### src/rtl/multiplier_host.sv
// multiplier_host: drives one signed 12x12 multiply through an external bit-serial multiplier
// and collects the 24-bit product serially, with per-phase timeouts.
module multiplier_host (
  input  logic        clk,
  input  logic        rst,
  input  logic        start,
  input  logic [11:0] x_val,
  input  logic [11:0] y_val,
  output logic        busy,
  output logic [23:0] result,
  output logic        res_valid,
  output logic        err,
  output logic        x_in,
  output logic        y_in,
  output logic        sx,
  output logic        sy,
  input  logic        fx,
  input  logic        fy,
  output logic        mul,
  input  logic        done,
  output logic        sz,
  input  logic        z_out,
  input  logic        fz
);
  localparam logic [3:0] IDLE      = 4'd0;
  localparam logic [3:0] SEND      = 4'd1;
  localparam logic [3:0] WAIT_F    = 4'd2;
  localparam logic [3:0] MUL       = 4'd3;
  localparam logic [3:0] WAIT_DONE = 4'd4;
  localparam logic [3:0] REQ_Z     = 4'd5;
  localparam logic [3:0] RECV      = 4'd6;
  localparam logic [3:0] FIN       = 4'd7;
  localparam logic [3:0] ERR       = 4'd8;
  logic [3:0]  state_q, state_d;
  logic [7:0]  cnt_q, cnt_d;
  logic [4:0]  bc_q, bc_d;
  logic [11:0] x_q, x_d, y_q, y_d;
  logic [23:0] z_q, z_d, result_q, result_d;
  logic        fx_seen_q, fx_seen_d, fy_seen_q, fy_seen_d;
  logic        err_q, err_d, res_valid_q, res_valid_d;
  always_comb begin
    state_d     = state_q;
    cnt_d       = cnt_q + 8'd1;
    bc_d        = bc_q;
    x_d         = x_q;
    y_d         = y_q;
    z_d         = z_q;
    result_d    = result_q;
    fx_seen_d   = fx_seen_q;
    fy_seen_d   = fy_seen_q;
    err_d       = err_q;
    res_valid_d = state_q == FIN;
    case (state_q)
      IDLE: begin
        if (start) begin
          state_d   = SEND;
          x_d       = x_val;
          y_d       = y_val;
          err_d     = 1'b0;
          fx_seen_d = 1'b0;
          fy_seen_d = 1'b0;
        end
      end
      SEND: begin
        x_d = {x_q[10:0], 1'b0};
        y_d = {y_q[10:0], 1'b0};
        if (cnt_q == 8'd11) begin
          state_d   = WAIT_F;
          fx_seen_d = fx_seen_q | fx;
          fy_seen_d = fy_seen_q | fy;
        end
      end
      WAIT_F: begin
        fx_seen_d = fx_seen_q | fx;
        fy_seen_d = fy_seen_q | fy;
        state_d   = (fx_seen_q && fy_seen_q) ? MUL : (cnt_q == 8'd15) ? ERR : WAIT_F;
      end
      MUL:       state_d = WAIT_DONE;
      WAIT_DONE: state_d = done ? REQ_Z : (cnt_q == 8'd254) ? ERR : WAIT_DONE;
      REQ_Z: begin
        state_d = RECV;
        bc_d    = 5'd0;
      end
      RECV: begin
        if (fz) begin
          z_d  = {z_q[22:0], z_out};
          bc_d = bc_q + 5'd1;
        end
        state_d = (fz && bc_q == 5'd23) ? FIN : (cnt_q == 8'd63) ? ERR : RECV;
      end
      FIN: begin
        result_d = z_q;
        state_d  = IDLE;
      end
      ERR:     state_d = IDLE;
      default: state_d = IDLE;
    endcase
    // every state's cycle counter restarts from zero on entry
    if (state_d != state_q || state_q == IDLE) cnt_d = 8'd0;
    if (state_d == ERR) err_d = 1'b1;
  end
  always_ff @(posedge clk or posedge rst) begin
    if (rst) begin
      state_q     <= IDLE;
      cnt_q       <= 8'd0;
      bc_q        <= 5'd0;
      x_q         <= 12'd0;
      y_q         <= 12'd0;
      z_q         <= 24'd0;
      result_q    <= 24'd0;
      fx_seen_q   <= 1'b0;
      fy_seen_q   <= 1'b0;
      err_q       <= 1'b0;
      res_valid_q <= 1'b0;
    end else begin
      state_q     <= state_d;
      cnt_q       <= cnt_d;
      bc_q        <= bc_d;
      x_q         <= x_d;
      y_q         <= y_d;
      z_q         <= z_d;
      result_q    <= result_d;
      fx_seen_q   <= fx_seen_d;
      fy_seen_q   <= fy_seen_d;
      err_q       <= err_d;
      res_valid_q <= res_valid_d;
    end
  end
  assign busy      = state_q != IDLE;
  assign sx        = state_q == SEND;
  assign sy        = state_q == SEND;
  assign x_in      = sx & x_q[11];
  assign y_in      = sy & y_q[11];
  assign mul       = state_q == MUL;
  assign sz        = state_q == REQ_Z;
  assign err       = err_q;
  assign res_valid = res_valid_q;
  assign result    = result_q;
endmodule

### config.mk
export PLATFORM = sky130hd
export DESIGN_NAME = multiplier_host
export DESIGN_NICKNAME = d
export VERILOG_FILES = /design/src/rtl/multiplier_host.sv
export SDC_FILE = /design/constraint.sdc
export NUM_CORES = 1
export LEC_CHECK = 0
export CORE_ASPECT_RATIO = 0.8
export CORE_MARGIN = 2
export CORE_UTILIZATION = 40
export DETAILED_ROUTE_END_ITERATION = 10
export GPL_TIMING_DRIVEN = 0
export PLACE_DENSITY = 0.6
export RECOVER_POWER = 50
export REMOVE_ABC_BUFFERS = 1
export SLEW_MARGIN = 10
export SYNTH_ARGS = -nofsm -noshare
export SYNTH_HDL_FRONTEND = slang
export SYNTH_SLANG_ARGS = --single-unit
export TNS_END_PERCENT = 5
### constraint.sdc
create_clock -name clk -period 7.6 [get_ports clk]
set_input_delay 0.76 -clock clk [delete_from_list [all_inputs] [get_ports clk]]
set_output_delay 0.76 -clock clk [all_outputs]
set_load 0.02 [all_outputs]
== Yosys cells after proc, flatten, opt, wreduce, memory -nomap -nowiden ==
Cells that the tools add are included.

* Output and inout bits: 33
* Bits of input ports: 32
* Word-level logic and storage cells: 72
* Register bits after elaboration: 93

* Equality and inequality tests: 17
* Multiplexer cells: 23
* Bitwise logic cells: 4
* Reductions and logical operators: 15
* Add/subtract/negate cells: 2

{| class="wikitable"
|+ Operator list
! kind !! count
|-
| $pmux W12 S2 || 2
|-
| $mux W4 || 8
|-
| $pmux W4 S7 || 1
|-
| $mux W12 || 2
|-
| $eq A4 B3 Y1 const B || 4
|-
| $eq A8 B4 Y1 const B || 2
|-
| $pmux W5 S2 || 1
|-
| $add A8 B1 Y8 const B || 1
|-
| $eq A4 B2 Y1 const B || 2
|-
| $eq A8 B6 Y1 const B || 1
|-
| $eq A8 B8 Y1 const B || 1
|-
| $mux W8 || 1
|-
| $reduce_and A2 Y1 || 4
|-
| $reduce_bool A2 Y1 || 4
|-
| $pmux W1 S3 || 2
|-
| $add A5 B1 Y5 const B || 1
|-
| $eq A5 B5 Y1 const B || 1
|-
| $mux W1 || 5
|-
| $mux W5 || 1
|-
| $eq A4 B1 Y1 const B || 1
|-
| $eq A4 B4 Y1 const B || 1
|-
| $logic_not A4 Y1 || 1
|-
| $ne A2 B2 Y1 const B || 2
|-
| $ne A4 B4 Y1 || 1
|-
| 8 further kinds || 11
|}

== Logic depth before layout (Yosys ltp) ==
Gate-level depths: netlist of run 1.

* Depth in word-level cells: 7
* Mapped depth: 8
* Depth with buffers taken out: 7

== Least setup slack after synthesis of run 1 ==
No wires, ideal clock.

* Path type: register to output
* Start: register state_q[3]
* End: output y_in
* Required time: 6.840 ns
* Buffers on the path: 3
* Setup slack: 5.210 ns
* Stages on the path, launching flop included: 6
* Data arrival time: 1.630 ns
* Cell sequence: dfrtp_1 > buf_6 > or4b_4 > buf_6 > clkbuf_1 > nor2_1

* Longest elaborated chain between the ends: 2

{| class="wikitable"
|+ Ends and longest elaborated chain
! element !! line !! text
|-
| from (decl) || 34 || <nowiki>logic [3:0] state_q, state_d;</nowiki>
|-
| from (signal assigned) || 116 || <nowiki>state_q <= state_d;</nowiki>
|-
| $eq A4 B1 Y1 || 131 || <nowiki>assign sy = state_q == SEND;</nowiki>
|-
| $and A1 B1 Y1 || 133 || <nowiki>assign y_in = sy & y_q[11];</nowiki>
|-
| to (decl) || 14 || <nowiki>output logic y_in,</nowiki>
|}

Every way passes these cells.

== Worst setup path after layout of run 1 ==
* Start: register state_q[1]
* End: output x_in

* Longest elaborated chain between the ends: 2

{| class="wikitable"
|+ Ends and longest elaborated chain
! element !! line !! text
|-
| $eq A4 B1 Y1 || 130 || <nowiki>assign sx = state_q == SEND;</nowiki>
|-
| $and A1 B1 Y1 || 132 || <nowiki>assign x_in = sx & x_q[11];</nowiki>
|-
| to (decl) || 13 || <nowiki>output logic x_in,</nowiki>
|}

Every way passes these cells.

==> Flow_metrics.wiki, run 1 <==
{| class="wikitable"
! Metric !! Value
|-
| Outcome || finished with violations
|-
| Failing checks || capacitance limit, slew limit
|-
| Setup Crit Path Kind || reg -> out
|-
| Max-slew violation count || 36
|-
| Die X-Extent || ~120 um
|-
| Count of placed standard cells including taps || between 600 and 700
|-
| Number of cells upsized or downsized after cts || 0
|-
| Worst path buffer plus inverter count || 2
|-
| Data arrival time of the critical path || 2540 ps
|-
| First-pass GRT wire length || between 10000 and 15000 um
|-
| Tmin final || between 3000 and 4000 ps
|-
| DR vias || a little over 3000
|-
| Max Freq || ~0.30 GHz
|-
| Clock Pin Slew Worst Setup and Hold Paths || ~70 ps
|-
| Final core area utilization || about half
|-
| Layout cells sized above 1 || between 5 and 6%
|-
| Site Rows || 32
|-
| Power Density || 349 nW/um^2
|-
| Worst Skew || 11.2 ps
|-
| Final Non-Filler Cells || about 630
|-
| Count of routing violations after the opening detailed-route iteration || 166
|-
| Final hold violations || 0
|-
| Detailed Place HPWL || between 5000 and 6000 um
|-
| Crit. End Element || primary output
|-
| Gpl congestion || 0.846
|-
| Slowest stage cell on the critical path || sky130_fd_sc_hd__or4b_4
|-
| Comb power frac || a little under a third
|-
| Library cells used by synthesis || 45
|-
| Total Wirelength || just over 8000 um
|-
| CTS Sinks || 93
|-
| Portion of the post-synthesis area used by sequential elements || 58.4%
|-
| Root buffer selected by CTS || sky130_fd_sc_hd__clkbuf_16
|-
| Area Overhead vs Synth || 25.8%
|-
| Grt total ovfl || 0
|-
| Internal Dissipation || between 1 and 1.5 mW
|-
| Overall die area || around 11000 sq um
|-
| Share of total power in the clock network || about 26%
|-
| Accumulated negative setup slack || 0 ps
|-
| Global router's overall resource usage || roughly 16%
|-
| Total placed instance area || 4710 sq um
|-
| Number of levels in the clock H-tree || 3
|-
| #FFs+latches synth || 93
|-
| Final standard cell area without fillers || 5020 sq um
|-
| Quantity of hold-fixing buffers added after cts || 0
|-
| Clock tree from TritonCTS || built
|-
| Wire length per cell after detailed routing || around 13 um
|-
| Min-delay worst type || reg -> reg
|-
| Cell area after synthesis || around 4000 sq um
|-
| Antenna violations before repair || 0
|-
| Worst setup margin || between 4000 and 5000 ps
|-
| Number of buffers between clock root and the deepest sink || 2
|-
| Synth Instances || approximately 440
|-
| Number of enable-type register cells in the synthesized netlist || 0
|-
| Critical path's largest stage delay || approximately 780 ps
|-
| Nets || 527
|-
| Number of post-CTS setup repair buffers || 0
|-
| Largest net degree at the start of global routing || 59
|-
| Worst-Skew Late Latency || 340 ps
|-
| Static leakage || 2.41 nW
|-
| Required time of the critical path || ~7000 ps
|-
| ANT cells || 0
|-
| Critical path peak fanout || 29
|-
| Setup crit start kind || flip-flop
|-
| Placeable Area || a little under 10000 sq um
|-
| Vias per cell || between 4 and 5
|-
| Tcrit/Tclk final || 43.4%
|-
| Dominant register cell in the synthesized netlist || sky130_fd_sc_hd__dfrtp_1
|-
| Proportion of synthesized flip-flops having asynchronous set or reset || 100%
|-
| Cell-by-cell listing of the critical path || or4b_4 -> inv_1 -> and2_1 -> clkdlybuf4s50_1
|-
| Least-Margin Pin Slew || roughly 1600 ps
|-
| Number of buffers added by the clock tree synthesis step || 9
|-
| DIE HEIGHT || about 93 um
|-
| Family with the most delay on the worst path || simple AND/OR/NAND/NOR gates
|-
| RSZ-0062 raised after global routing || false
|-
| Maxcap violations || 1
|-
| Minimum setup slack after placement || around 4200 ps
|-
| Vias in the first global route || about 3100
|-
| Length of the first detailed-routing pass in iterations || 4
|-
| Average footprint of a synthesized cell || about 9 sq um
|-
| Power dissipated by switching net loads || between 0.6 and 0.7 mW
|-
| Port Buffers || between 60 and 70
|-
| Starting density of the core || 41.2%
|-
| Number of placed I/O pins || 65
|-
| Switching share of power || a little over a third
|-
| Drc violations || 0
|-
| Worst-case vdd ir drop || approximately 0.00020 V
|-
| Part of the power in registers || between 40% and 50%
|-
| Final count of negative-setup-slack endpoints || 0
|-
| Total number of yosys warnings || 0
|-
| Antenna viol nets, final || 0
|-
| Max transition margin || -8.71%
|}
## logic make-up after synthesis
logic type | after synthesis | synth area share, %
adder cells (fa/ha/maj) | 3 | 0.941
AO/OA/AOI/OAI | 49 | 7.97
XOR/XNOR | 10 | 2.20
buffers and inverters | 34 | 3.98
AND/OR/NAND/NOR | 250 | 26.5
flip-flops | 93 | 58.4
## area by class of cell
type                            count  area [sq um]
Multi-Input combinational cell    312          1500
Tap cell                          136           170
Timing Repair Buffer               65           668
Clock buffer                        9           225
Inverter                           11          42.5
Clock inverter                      7          80.1
Fill cell                         959          4670
Sequential cell                    93          2330
## through the flow
step	hold slack (ps)	total power, mW
finish	466	1.75
global placement	455	1.30
global route	489	1.88
floorplan	439	1.10
detailed placement	460	1.32
CTS	478	1.78
## placed cells by master (no fill, tap or decap), types with 2 or more instances in the layout
cell type and count:
sky130_fd_sc_hd__nor3_1 3, sky130_fd_sc_hd__a21oi_1 7, sky130_fd_sc_hd__xor2_1 5, sky130_fd_sc_hd__dfrtp_1 93
sky130_fd_sc_hd__clkdlybuf4s50_1 50, sky130_fd_sc_hd__inv_1 9, sky130_fd_sc_hd__nor2_1 62, sky130_fd_sc_hd__clkbuf_16 9
sky130_fd_sc_hd__xnor2_1 5, sky130_fd_sc_hd__and2_1 2, sky130_fd_sc_hd__o31ai_1 2, sky130_fd_sc_hd__nand2_1 155
sky130_fd_sc_hd__nand4_1 5, sky130_fd_sc_hd__a31oi_1 3, sky130_fd_sc_hd__dlygate4sd3_1 14, sky130_fd_sc_hd__o21ai_0 7
sky130_fd_sc_hd__inv_6 2, sky130_fd_sc_hd__nand3_1 7, sky130_fd_sc_hd__o22ai_1 22, sky130_fd_sc_hd__ha_1 3
## flip-flops by register name, indices dropped and copies added, names as in the netlist
signal and cells:
x_q 12, res_valid 1, result 24, err 1, fy_seen_q 1, fx_seen_q 1, state_q 4, y_q 12
cnt_q 8, z_q 24, bc_q 5
## worst paths after layout
kind	start	to	slack, ps	cells after the start
setup reg to reg	state_q[0]$_DFF_PP0_	y_q[4]$_DFFE_PP0P_	4930	5
setup / recovery	state_q[1]$_DFF_PP0_	x_in	4300	4
hold / removal	result[23]$_DFFE_PP0P_	result[23]$_DFFE_PP0P_	470	2
max in group asynchronous	rst	result[21]$_DFFE_PP0P_	5460	3
min in group asynchronous	rst	x_q[7]$_DFFE_PP0P_	1270	2
hold reg to reg	result[23]$_DFFE_PP0P_	result[23]$_DFFE_PP0P_	470	2
## worst register-to-register path, stage by stage, from the launching register on
cell,delay [ps]
sky130_fd_sc_hd__dfrtp_1,500
sky130_fd_sc_hd__nor3_1,460
sky130_fd_sc_hd__nand3_2,600
sky130_fd_sc_hd__nand2_1,840
sky130_fd_sc_hd__nor2_1,90
sky130_fd_sc_hd__nor2_1,120
## synthesized netlist by cell type (5+ instances only)
master	n	area (sq um)
sky130_fd_sc_hd__xnor2_1	5	43.8
sky130_fd_sc_hd__buf_2	7	35.0
sky130_fd_sc_hd__nand2_1	155	582
sky130_fd_sc_hd__a21oi_1	7	35.0
sky130_fd_sc_hd__inv_1	10	37.5
sky130_fd_sc_hd__o22ai_1	22	138
sky130_fd_sc_hd__nand3_1	8	40.0
sky130_fd_sc_hd__o21ai_0	7	35.0
sky130_fd_sc_hd__xor2_1	5	43.8
sky130_fd_sc_hd__nor2_1	62	233
sky130_fd_sc_hd__clkbuf_1	10	37.5
sky130_fd_sc_hd__dfrtp_1	93	2330
sky130_fd_sc_hd__nand4_1	5	31.3
## per-layer routing
metal	vias to the layer above	global-route usage, %	share of wire (%)
met2	72	25.7	45
met4	0	5.26	1.0
met3	9	4.86	4.6
met1	1480	22.1	49
met5	-	0	0
li1	1547	-	-
## power groups by stage
| stage | clock (mW) | sequential, mW | combinational, mW |
|---|---|---|---|
| after floorplan | 0 | 0.781 | 0.321 |
| after global placement | 0 | 0.764 | 0.535 |
| after detailed placement | 0 | 0.769 | 0.548 |
| after CTS | 0.469 | 0.760 | 0.550 |
| after global routing | 0.483 | 0.783 | 0.611 |
| final | 0.455 | 0.760 | 0.538 |
No activity file was read; power rests on OpenSTA's default activity.
==> run 2, diff against run 1 <==
- clock period: 7.6 -> 3.3 ns (I/O delays scaled with it)
==> Flow_metrics.wiki, run 2 (synthesized netlist as in run 1, its figures left out) <==
{| class="wikitable"
! Metric !! Value
|-
| Critical path peak fanout || 29 (unchanged)
|-
| Commonest non-fill, non-tap cell in the layout || sky130_fd_sc_hd__nand2_1
|-
| FF-to-FF End || y_q[4]$_DFFE_PP0P_
|-
| Comb power frac || 30.6% (about the same)
|-
| Quantity of hold-fixing buffers added after cts || 0 (unchanged)
|-
| Vias in the first global route || 3060 (unchanged)
|-
| Count of routing violations after the opening detailed-route iteration || 166 (unchanged)
|-
| End point of the critical path || x_in
|-
| First-pass GRT wire length || 14000 um (unchanged)
|-
| Switching share of power || 35.6% (about the same)
|-
| Tcrit/Tclk final || between 80% and 90%
|-
| Grt total ovfl || 0 (unchanged)
|-
| Total placed instance area || 4710 sq um (unchanged)
|-
| Part of the power in registers || 43.4% (about the same)
|-
| RSZ-0062 raised after global routing || false
|-
| Accumulated negative setup slack || 0 ps (unchanged)
|-
| Power dissipated by switching net loads || 1.44 mW (+130%)
|-
| Antenna violations before repair || 0 (unchanged)
|-
| Static leakage || 2.42 nW (+0.34%)
|-
| Internal Dissipation || 2.60 mW (+130%)
|-
| Crit. End Element || primary output
|-
| Number of levels in the clock H-tree || 3 (unchanged)
|-
| Final Power || 4.03 mW (+130%)
|-
| Largest net degree at the start of global routing || 59 (unchanged)
|-
| Worst reg2reg startpoint || state_q[0]$_DFF_PP0_
|-
| Commonest cells after routing, fill and taps aside || sky130_fd_sc_hd__nand2_1 (155), sky130_fd_sc_hd__dfrtp_1 (93), sky130_fd_sc_hd__nor2_1 (62)
|-
| Global router's overall resource usage || 16.5% (unchanged)
|-
| Antenna viol nets, final || 0 (unchanged)
|-
| Setup Crit Path Kind || reg -> out
|-
| Beginning of the critical path || state_q[1]$_DFF_PP0_
|-
| Count of placed standard cells including taps || 617 (unchanged)
|-
| Die X-Extent || 116 um (unchanged)
|-
| DIE HEIGHT || 93.3 um (unchanged)
|-
| Final Non-Filler Cells || 633 (unchanged)
|-
| Final core area utilization || 51.8% (about the same)
|-
| Max Freq || roughly 0.35 GHz
|-
| Length of the first detailed-routing pass in iterations || 4 (unchanged)
|-
| Max transition margin || -8.76% (-0.046 points)
|-
| Vias per cell || 4.92 (+0.16%)
|-
| Final standard cell area without fillers || 5020 sq um (about the same)
|-
| Failing checks || capacitance limit, slew limit
|-
| Maxcap violations || 1 (unchanged)
|-
| Final hold violations || 0 (unchanged)
|-
| Wire length per cell after detailed routing || 12.8 um (-0.14%)
|-
| Clock tree from TritonCTS || built
|-
| Min-delay worst type || reg -> reg
|-
| Overall die area || 10800 sq um (unchanged)
|-
| Data arrival time of the critical path || 2530 ps (about the same)
|-
| Placeable Area || 9690 sq um (unchanged)
|-
| Starting density of the core || 41.2% (unchanged)
|-
| Nets || 527 (unchanged)
|-
| Gpl congestion || 0.846 (unchanged)
|-
| Clock Pin Slew Worst Setup and Hold Paths || 70 ps (about the same)
|-
| Power Density || 804 nW/um^2 (+130%)
|-
| Total Wirelength || 8120 um (-0.14%)
|-
| Port Buffers || 64 (unchanged)
|-
| Drc violations || 0 (unchanged)
|-
| Required time of the critical path || 2970 ps (-3870 ps)
|-
| Final count of negative-setup-slack endpoints || 0 (unchanged)
|-
| Minimum setup slack after placement || 178 ps (-4010 ps)
|-
| Setup crit start kind || flip-flop
|-
| Layout cells sized above 1 || 5.43% (+0.20 points)
|-
| Root buffer selected by CTS || sky130_fd_sc_hd__clkbuf_16
|-
| Worst setup margin || 435 ps (-3870 ps)
|-
| Area Overhead vs Synth || 25.9% (about the same)
|-
| Worst Skew || 9.91 ps (-1.32 ps)
|-
| Tmin final || around 2900 ps
|-
| Final hold slack || 466 ps (+0.0690 ps)
|-
| Site Rows || 32 (unchanged)
|-
| Share of total power in the clock network || 25.9% (about the same)
|-
| CTS Sinks || 93 (unchanged)
|-
| Worst-Skew Late Latency || 340 ps (about the same)
|-
| Worst Reg2Reg Path Length in Cells || 5 (unchanged)
|-
| Register-to-register setup slack || 630 ps (-4300 ps)
|-
| Max-slew violation count || 36 (unchanged)
|-
| Number of post-CTS setup repair buffers || 0 (unchanged)
|-
| DR vias || 3113 (+0.16%)
|-
| Worst-case vdd ir drop || 0.000465 V (+130%)
|-
| Detailed Place HPWL || 5350 um (unchanged)
|-
| Number of buffers between clock root and the deepest sink || 2 (unchanged)
|-
| Number of cells upsized or downsized after cts || 0 (unchanged)
|-
| ANT cells || 0 (unchanged)
|-
| Least-Margin Pin Slew || 1620 ps (+0.686 ps)
|-
| Outcome || finished with violations
|-
| Number of placed I/O pins || 65 (unchanged)
|-
| Number of buffers added by the clock tree synthesis step || 9 (unchanged)
|}
[run 2: worst min path at each step]
stage	end	depth (start not counted)	start	slack [ps]
after global placement	result[23]$_DFFE_PP0P_	2	z_q[23]$_DFFE_PP0P_	460
final	result[23]$_DFFE_PP0P_	2	result[23]$_DFFE_PP0P_	470
after CTS	x_q[7]$_DFFE_PP0P_	2	rst	370
after detailed placement	result[23]$_DFFE_PP0P_	2	z_q[23]$_DFFE_PP0P_	460
after global routing	result[2]$_DFFE_PP0P_	2	result[2]$_DFFE_PP0P_	490
after floorplan	z_q[0]$_DFFE_PP0P_	2	z_out	440
[run 2: worst max-delay path, cell delays in order (launching register included)]
cell                              delay [ps]
sky130_fd_sc_hd__dfrtp_1                 500
sky130_fd_sc_hd__or4b_4                  780
sky130_fd_sc_hd__inv_1                   190
sky130_fd_sc_hd__and2_1                  140
sky130_fd_sc_hd__clkdlybuf4s50_1         590
[run 2: area by class of cell]
cell class / instances / area, sq um
repair buffers: 65 / 668
inverters: 11 / 42.5
well taps: 136 / 170
clock inverters: 7 / 80.1
clock buffers: 9 / 225
flip-flops and latches: 93 / 2330
fillers: 957 / 4670
multi-input cells: 312 / 1510
[run 2: power by group through the flow]
stage | clock (mW) | combinational [mW] | sequential, mW
floorplan | 0 | 0.740 | 1.80
global placement | 0 | 1.23 | 1.76
detailed placement | 0 | 1.26 | 1.77
CTS | 1.08 | 1.27 | 1.75
global route | 1.11 | 1.41 | 1.80
finish | 1.05 | 1.24 | 1.75
[run 2: per-layer routing]
| layer | vias up | GRT usage (%) | part of all wire, % |
|---|---|---|---|
| met3 | 10 | 4.86 | 4.4 |
| met5 | - | 0 | 0 |
| li1 | 1548 | - | - |
| met1 | 1486 | 22.1 | 49 |
| met2 | 69 | 25.7 | 45 |
| met4 | 0 | 5.26 | 1.3 |
==> run 3, diff against run 2 <==
- DONT_BUFFER_PORTS: not set -> 1
- PLACE_DENSITY: 0.6 -> 0.51
==> Flow_metrics.wiki, run 3 (synthesized netlist as in run 1, its figures left out) <==
{| class="wikitable"
! Metric !! Value
|-
| Outcome || finished with violations
|-
| Failing checks || capacitance limit, slew limit
|-
| DIE HEIGHT || 93.3 um (unchanged)
|-
| Critical path peak fanout || 31 (+6.9%)
|-
| Final standard cell area without fillers || 4370 sq um (-13%)
|-
| Die X-Extent || 116 um (unchanged)
|-
| Count of routing violations after the opening detailed-route iteration || 133 (-20%)
|-
| Least-Margin Pin Slew || 2050 ps (+426 ps)
|-
| Maxcap violations || 1 (unchanged)
|-
| Required time of the critical path || 3570 ps (+600 ps)
|-
| Total Wirelength || 8030 um (-1.1%)
|-
| Global router's overall resource usage || 16.1% (-0.32 points)
|-
| Final Power || 3.80 mW (-5.9%)
|-
| Worst-Skew Late Latency || 340 ps (about the same)
|-
| Hold depth || 2 (unchanged)
|-
| Final count of negative-setup-slack endpoints || 0 (unchanged)
|-
| Critical hold path startpoint || z_out
|-
| Worst Reg2Reg Path Length in Cells || 5 (unchanged)
|-
| Crit. End Element || flip-flop
|-
| Static leakage || 2.14 nW (-12%)
|-
| RSZ-0062 raised after global routing || false
|-
| Comb power frac || 24.1% (-6.5 points)
|-
| Setup Crit Path Kind || reg -> reg
|-
| Quantity of hold-fixing buffers added after cts || 1 (+1)
|-
| Slowest stage cell on the critical path || sky130_fd_sc_hd__nand2_1
|-
| Number of placed I/O pins || 65 (unchanged)
|-
| Part of the power in registers || 48.9% (+5.5 points)
|-
| Max Freq || 0.365 GHz (+4.7%)
|-
| Site Rows || 32 (unchanged)
|-
| Detailed Place HPWL || 5030 um (-6.0%)
|-
| Area Overhead vs Synth || 9.70%
|-
| Internal Dissipation || 2.40 mW (-7.6%)
|-
| Share of total power in the clock network || 26.9% (+1.0 points)
|-
| Port Buffers || 0 (-100%)
|-
| DR vias || 2872 (-7.7%)
|-
| Final hold violations || 0 (unchanged)
|-
| Register-to-register setup slack || 560 ps (-70 ps)
|-
| Grt total ovfl || 0 (unchanged)
|-
| Root buffer selected by CTS || sky130_fd_sc_hd__clkbuf_16
|-
| Commonest non-fill, non-tap cell in the layout || sky130_fd_sc_hd__nand2_1
|-
| Antenna violations before repair || 0 (unchanged)
|-
| Family with the most delay on the worst path || simple AND/OR/NAND/NOR gates
|-
| Min-delay worst type || in -> reg
|-
| Fill cells || 978 (+2.2%)
|-
| Cell-by-cell listing of the critical path || nor3_1 -> nand3_2 -> nand2_1 -> nor2_1 -> nor2_1
|-
| Switching share of power || 36.8% (+1.2 points)
|-
| Length of the first detailed-routing pass in iterations || 4 (unchanged)
|-
| Starting density of the core || 41.2% (unchanged)
|-
| Number of buffers added by the clock tree synthesis step || 9 (unchanged)
|-
| Nets || 464 (-12%)
|-
| FF-to-FF End || x_q[11]$_DFFE_PP0P_
|-
| Layout cells sized above 1 || 5.77% (+0.34 points)
|-
| Overall die area || 10800 sq um (unchanged)
|-
| Number of levels in the clock H-tree || 3 (unchanged)
|-
| Critical path's largest stage delay || 810 ps (+30 ps)
|-
| Worst setup margin || 564 ps (+128 ps)
|-
| Power Density || 868 nW/um^2 (+8.0%)
|-
| Wire length per cell after detailed routing || 14.1 um (+10%)
|-
| Tmin final || 2740 ps (-128 ps)
|-
| First-pass GRT wire length || 13600 um (-3.0%)
|-
| ANT cells || 0 (unchanged)
|-
| Data arrival time of the critical path || 3000 ps (+470 ps)
|-
| End point of the worst hold path || z_q[0]$_DFFE_PP0P_
|-
| Worst Skew || 6.07 ps (-3.84 ps)
|-
| Number of post-CTS setup repair buffers || 0 (unchanged)
|-
| Antenna viol nets, final || 0 (unchanged)
|-
| Commonest cells after routing, fill and taps aside || sky130_fd_sc_hd__nand2_1 (155), sky130_fd_sc_hd__dfrtp_1 (93), sky130_fd_sc_hd__nor2_1 (62)
|-
| Number of cells upsized or downsized after cts || 0 (unchanged)
|-
| Largest net degree at the start of global routing || 50 (-15%)
|-
| Minimum setup slack after placement || 118 ps (-60.3 ps)
|-
| Worst-case vdd ir drop || 0.000347 V (-25%)
|-
| Vias in the first global route || 2807 (-8.3%)
|-
| Max-slew violation count || 45 (+25%)
|-
| Count of placed standard cells including taps || 553 (-10%)
|-
| Tcrit/Tclk final || 82.9% (-3.9 points)
|-
| Number of buffers between clock root and the deepest sink || 2 (unchanged)
|-
| Vias per cell || 5.05 (+2.6%)
|-
| Worst reg2reg startpoint || state_q[0]$_DFF_PP0_
|-
| Max transition margin || -37.3% (-29 points)
|-
| Clock tree from TritonCTS || built
|-
| Worst path buffer plus inverter count || 0 (-2)
|-
| CTS Sinks || 93 (unchanged)
|-
| Final Non-Filler Cells || 569 (-10%)
|-
| Total placed instance area || 4070 sq um (-14%)
|-
| CP most frequent cell || sky130_fd_sc_hd__nor2_1
|-
| Setup crit start kind || flip-flop
|-
| Gpl congestion || 0.797 (-5.8%)
|-
| Clock Pin Slew Worst Setup and Hold Paths || 60 ps (about the same)
|-
| Placeable Area || 9690 sq um (unchanged)
|-
| Power dissipated by switching net loads || 1.40 mW (-2.8%)
|-
| Drc violations || 0 (unchanged)
|}
-- run 3: changes by cell type in the layout (fill, tap and decap cells not counted), sizes merged --
| cell | delta |
|---|---|
| clkdlybuf4s50 | -48 |
| inv | -2 |
| clkinv | +1 |
| clkbuf | +1 |
| clkinvlp | -1 |
| dlygate4sd3 | -15 |
-- run 3: how the worst max path moves through the flow --
stage,start,to,cells past startpoint
2_1_floorplan,rst,bc_q[0]$_DFFE_PP0P_,1
3_3_place_gp,rst,z_q[0]$_DFFE_PP0P_,1
3_5_place_dp,state_q[0]$_DFF_PP0_,x_q[1]$_DFFE_PP0P_,5
4_1_cts,state_q[0]$_DFF_PP0_,x_q[11]$_DFFE_PP0P_,5
5_1_grt,state_q[0]$_DFF_PP0_,x_q[2]$_DFFE_PP0P_,5
6_report,state_q[0]$_DFF_PP0_,x_q[11]$_DFFE_PP0P_,5
-- run 3: metal layers --
metal,vias to the layer above,track usage [%],part of all wire [%],wire length [um]
met5,-,0,0,0
met4,0,6.94,1.7,136
met3,11,5.12,5.1,410
met2,54,23.5,44,3510
met1,1393,22.2,50,3980
li1,1414,-,-,-
-- run 3: power by group through the flow --
stage	Combinational [mW]	Clock, mW	Sequential [mW]
2_1_floorplan	0.740	0	1.80
3_3_place_gp	0.898	0	1.87
3_5_place_dp	0.921	0	1.87
4_1_cts	0.930	1.06	1.86
5_1_grt	1.07	1.09	1.91
6_report	0.916	1.02	1.86
-- run 3: worst reg2reg max path: cells and delay by family (launching register included) --
kind | cells | cell delay (ps)
DFF | 1 | 510
and+or+nand+nor | 5 | 2150
-- run 3: final cells by class --
class / instances / area (sq um) / share of cell area [%]
sequential: 93 / 2330 / 53.2
timing repair buffer: 2 / 37.5 / 0.858
clock inverter: 5 / 61.3 / 1.40
tap: 136 / 170 / 3.89
multi-input combinational: 312 / 1510 / 34.4
clock buffer: 10 / 229 / 5.23
inverter: 11 / 42.5 / 0.973
-- run 3: per-stage QoR --
step | util [%] | TNS (ps) | hold slack [ps]
5_1_grt | 45.1 | 0 | 89.7
4_1_cts | 45.1 | 0 | 90.6
6_report | 45.1 | 0 | 101
3_5_place_dp | 42.0 | 0 | 317
2_1_floorplan | - | 0 | 435
3_3_place_gp | 41.7 | -52290 | 441
